--- src/rtl/pending_encoder.sv ---
// Pending-request encoder: captures one-hot request pulses into a pending set
// and serves them highest-index first through a valid/ready output stage.
module pending_encoder (
  input  logic        clk,
  input  logic        rst,
  input  logic        E,
  input  logic [15:0] req,
  input  logic        ready,
  output logic [3:0]  code,
  output logic        valid,
  output logic [15:0] pending,
  output logic        overrun
);

  typedef enum logic {StEmpty, StHold} state_e;

  state_e      state_q, state_d;
  logic [15:0] pending_q, pending_d;
  logic [3:0]  code_q, code_d;
  logic        overrun_q, overrun_d;

  logic        accept;
  logic        load;
  logic [3:0]  sel;
  logic [15:0] clr_mask;
  logic [15:0] cap_mask;

  // Highest-priority set bit of the registered pending set.
  always_comb begin
    sel = 4'd0;
    for (int i = 0; i < 16; i++) begin
      if (pending_q[i]) sel = 4'(i);
    end
  end

  // Next-state: load/accept handshake, capture with set-wins-over-clear, overrun.
  always_comb begin
    state_d   = state_q;
    code_d    = code_q;
    accept    = (state_q == StHold) && ready;
    load      = ((state_q == StEmpty) || accept) && (pending_q != 16'd0);
    clr_mask  = load ? (16'd1 << sel) : 16'd0;
    cap_mask  = E ? req : 16'd0;
    pending_d = (pending_q & ~clr_mask) | cap_mask;
    // A request only overruns a bit that stays pending across this edge.
    overrun_d = overrun_q | (|(cap_mask & pending_q & ~clr_mask));

    if (load) begin
      state_d = StHold;
      code_d  = sel;
    end else if (accept) begin
      state_d = StEmpty;
    end
  end

  // State register with synchronous reset taking precedence over everything.
  always_ff @(posedge clk) begin
    if (rst) begin
      state_q   <= StEmpty;
      pending_q <= 16'd0;
      code_q    <= 4'd0;
      overrun_q <= 1'b0;
    end else begin
      state_q   <= state_d;
      pending_q <= pending_d;
      code_q    <= code_d;
      overrun_q <= overrun_d;
    end
  end

  assign code    = code_q;
  assign valid   = (state_q == StHold);
  assign pending = pending_q;
  assign overrun = overrun_q;

endmodule

--- config.mk ---
export PLATFORM = sky130hd
export DESIGN_NAME = pending_encoder
export DESIGN_NICKNAME = d
export VERILOG_FILES = /design/src/rtl/pending_encoder.sv
export SDC_FILE = /design/constraint.sdc
export NUM_CORES = 1
export LEC_CHECK = 0
export BUFFER_PORTS_ARGS = -buffer_cell sky130_fd_sc_hd__buf_2
export CAP_MARGIN = 20
export CORE_ASPECT_RATIO = 1.4
export CORE_UTILIZATION = 43
export DETAILED_ROUTE_END_ITERATION = 12
export PLACE_DENSITY_LB_ADDON = 0.15
export REMOVE_ABC_BUFFERS = 1
export SLEW_MARGIN = 15
export SYNTH_ARGS = -nofsm -noshare
export SYNTH_HDL_FRONTEND = slang
export SYNTH_SLANG_ARGS = --single-unit
--- constraint.sdc ---
create_clock -name clk -period 2.5 [get_ports clk]
set_input_delay 0.125 -clock clk [delete_from_list [all_inputs] [get_ports clk]]
set_output_delay 0.125 -clock clk [all_outputs]
set_load 0.005 [all_outputs]
==> impl_metrics.csv <==
group,metric,value,unit
run_status,status,"completed",
worst_setup_path,reg2regPathDepth,6,
grt,total_routing_usage_gr,27.29,%
power_and_ir_drop,ir_worst_vdd,419.1,uV
cells_and_area,layout-area-overhead-vs-synth,21.70,%
floorplanning,floorplan.rows,23,
clock_network,cts_inserted_buffers,3,
clock_network,cts_tree,"built",
drt,detail_routed_via_count_per_cell,6.083,
floorplanning,die_area,0.003313,mm2
synthesis,synth_warn,0,
cells_and_area,drive_above_1_share,25.81,%
hold_path,min_path_type,"in -> reg",
grt,pin_count_of_the_biggest_net_entering_global_routing,23,
grt,grt.met2_usage,48.44,%
synthesis,fraction_of_the_yosys_area_taken_by_sequential_cells,33.21,%
drt,detail-route-antenna-nets,0,
timing,clock-skew-final,0.005092,ns
hold_path,worst_hold_path.num_cells,3,
floorplanning,die_y,67.71,um
drt,via_count,1545,
place,post-dp-hpwl,3.175,mm
drt,post_drt_wl_per_cell,16.57,um
worst_setup_path,worst-path-max-fanout,9,
timing,maxSlewHeadroom,58.86,%
worst_setup_path,cp.arrival,2.53,ns
synthesis,mappedNetlistArea,0.001326,mm2
drt,first_pass_iters,4,
timing,actual_transition_at_the_worst_max_transition_pin,0.6158,ns
grt,grt_antenna_before_repair,0,
grt,first_pass_grt_wire_length,6.851,mm
power_and_ir_drop,power_density,591.9,mW/mm2
worst_setup_path,cp-end-kind,"flop",
worst_setup_path,crit_path_start_kind,"flop",
clock_network,worstSkewPairLatency,0.27,ns
drt,detailedRoute.firstIterationViolations,92,
grt,gr-max-usage-layer,"met2",
clock_network,cts_hold_repair.buffers,0,
synthesis,ys_types,41,
clock_network,htree_levels,1,
cells_and_area,num_antenna_cells,0,
floorplanning,core-area,0.002907,mm2
floorplanning,io-pin-count,42,
worst_setup_path,timing.critical_path.required,2.64,ns
place,port_buffers,41,
clock_network,clk_root_buf,"clkbuf_8",
power_and_ir_drop,power.static_leakage,0.0006869,uW
synthesis,post_synth_edffs,0,
cells_and_area,final_core_util,55.53,%
flow_run,cap_violations,0,
timing,achievable-frequency,419.2,MHz
grt,globalRoute.totalOverflow,0,
timing,setup-violations-final,0,
drt,drc,0,
floorplanning,floorplan.initialDensity,45.63,%
grt,groute.layer.met3.usage,2.477,%
clock_network,clock_transition_at_path_regs,0.08,ns
worst_setup_path,timing.setup.critical_path_class,"reg -> reg",
synthesis,synthCells,179,
timing,final-hold-violation-count,0,
timing,rsz0062_at_grt,"no",
timing,postLayoutSetupSlackWorst,0.1143,ns
timing,min_period,2.386,ns
grt,groute.layer.met1.usage,32.56,%
place,finalWeightedCongestion,0.9313,
synthesis,postSynth.asyncResetShare,0,%
synthesis,syn_area_per_cell,7.409,um2
clock_network,number_of_setup_buffers_added_after_cts,0,
synthesis,yosys_most_used_dff,"dfxtp_1",
timing,finalSetupTns,0,ns
drt,wire_length_after_detailed_routing,4.210,mm
floorplanning,die_x,48.94,um
grt,number_of_global_route_vias_before_repair,1451,
clock_network,clkSinkCount,22,
cells_and_area,nets,238,
timing,fin_crit_sh,95.43,%
place,pre_cts_ws,0.1248,ns
clock_network,cts-resized-gates,0,
timing,final-max-slew-violation-count,0,
clock_network,ctsLongestPathBuffers,2,
synthesis,synth.ff_latch_count,22,
worst max-delay path, stage by stage, from the launching register on:
cell and delay, ns:
dfxtp_1 0.43, nor4_2 0.53, nand3_2 0.22, o31ai_1 0.37, o2111ai_1 0.20, a311oi_1 0.37
a311oi_1 0.14
cell usage after synthesis, types with 4 or more instances:
cell      count  area (um2)
nand2_1      27       101.4
dfxtp_1      22       440.4
nor2_1       21       78.83
a21oi_1      18       90.09
o21ai_0      15       75.07
clkbuf_1      7       26.28
inv_1         6       22.52
nor3_1        6       30.03
a22oi_1       5       37.54
nor4_1        4       25.02
path summary, 6_finish.rpt:
kind | startpoint | endpoint | slack (ns)
setup reg to reg | pending[9] | overrun | 0.11
hold reg to reg | code[1] | code[1] | 0.50
hold / removal | req[0] | pending[0] | 0.11
setup / recovery | pending[9] | overrun | 0.11
flip-flops by register name, summed over array words and instances, names as in the netlist:
signal / flops
pending: 16
overrun: 1
valid: 1
code: 4
metal layers:
metal  routed length [um]  share of wire, %  vias to the layer above
met5                    0                 0                        -
met4                  143               3.4                        0
met3                  209               5.0                       13
met2                 2156                51                       65
met1                 1701                40                      727
li1                     -                 -                      740
cell families (layout without fill, tap and decap cells):
kind of cell	count (synthesis)	after routing	share of synthesized area, %
AO/OA/AOI/OAI	63	63	31.70
buffers and inverters	17	55	5.377
AND/OR/NAND/NOR	76	76	28.96
flip-flops	22	22	33.21
multiplexers	1	1	0.7547
cell type report:
type / instances / area [um2]
multi-input combinational: 140 / 814.5
inverter: 6 / 22.52
tap: 37 / 46.29
sequential: 22 / 440.4
clock buffer: 4 / 55.05
fill: 304 / 1292
timing repair buffer: 45 / 235.2
report_power, final:
part	total, uW	internal, uW	switching [uW]
registers	424	380	44.0
logic	274	115	158
clock network	257	141	117
total	955	636	319
through the flow:
step	total power [uW]	hold WS [ns]	instances	cell area (um2)
5_1_grt	1012	0.1241	254	1614
2_1_floorplan	583.6	0.1941	168	1277
4_1_cts	957.5	0.1067	253	1607
3_3_place_gp	698.3	0.3871	249	1551
6_report	955.3	0.1112	254	1614
3_5_place_dp	699.3	0.3906	249	1551
placed cells by master, fill, tap and decap left out, drive strengths merged, types with 2 or more instances in the layout:
cell     count
buf         45
nand2       27
dfxtp       22
nor2        21
a21oi       18
o21ai       15
nor3         7
inv          6
nor4         6
a22oi        5
clkbuf       4
nand3        4
nand2b       3
a31oi        3
a311oi       3
nor2b        2
o2111ai      2
o211ai       2
o311ai       2
a22o         2
o31ai        2
a211oi       2
or2          2
Note: power is estimated with default switching activity, not from simulation.
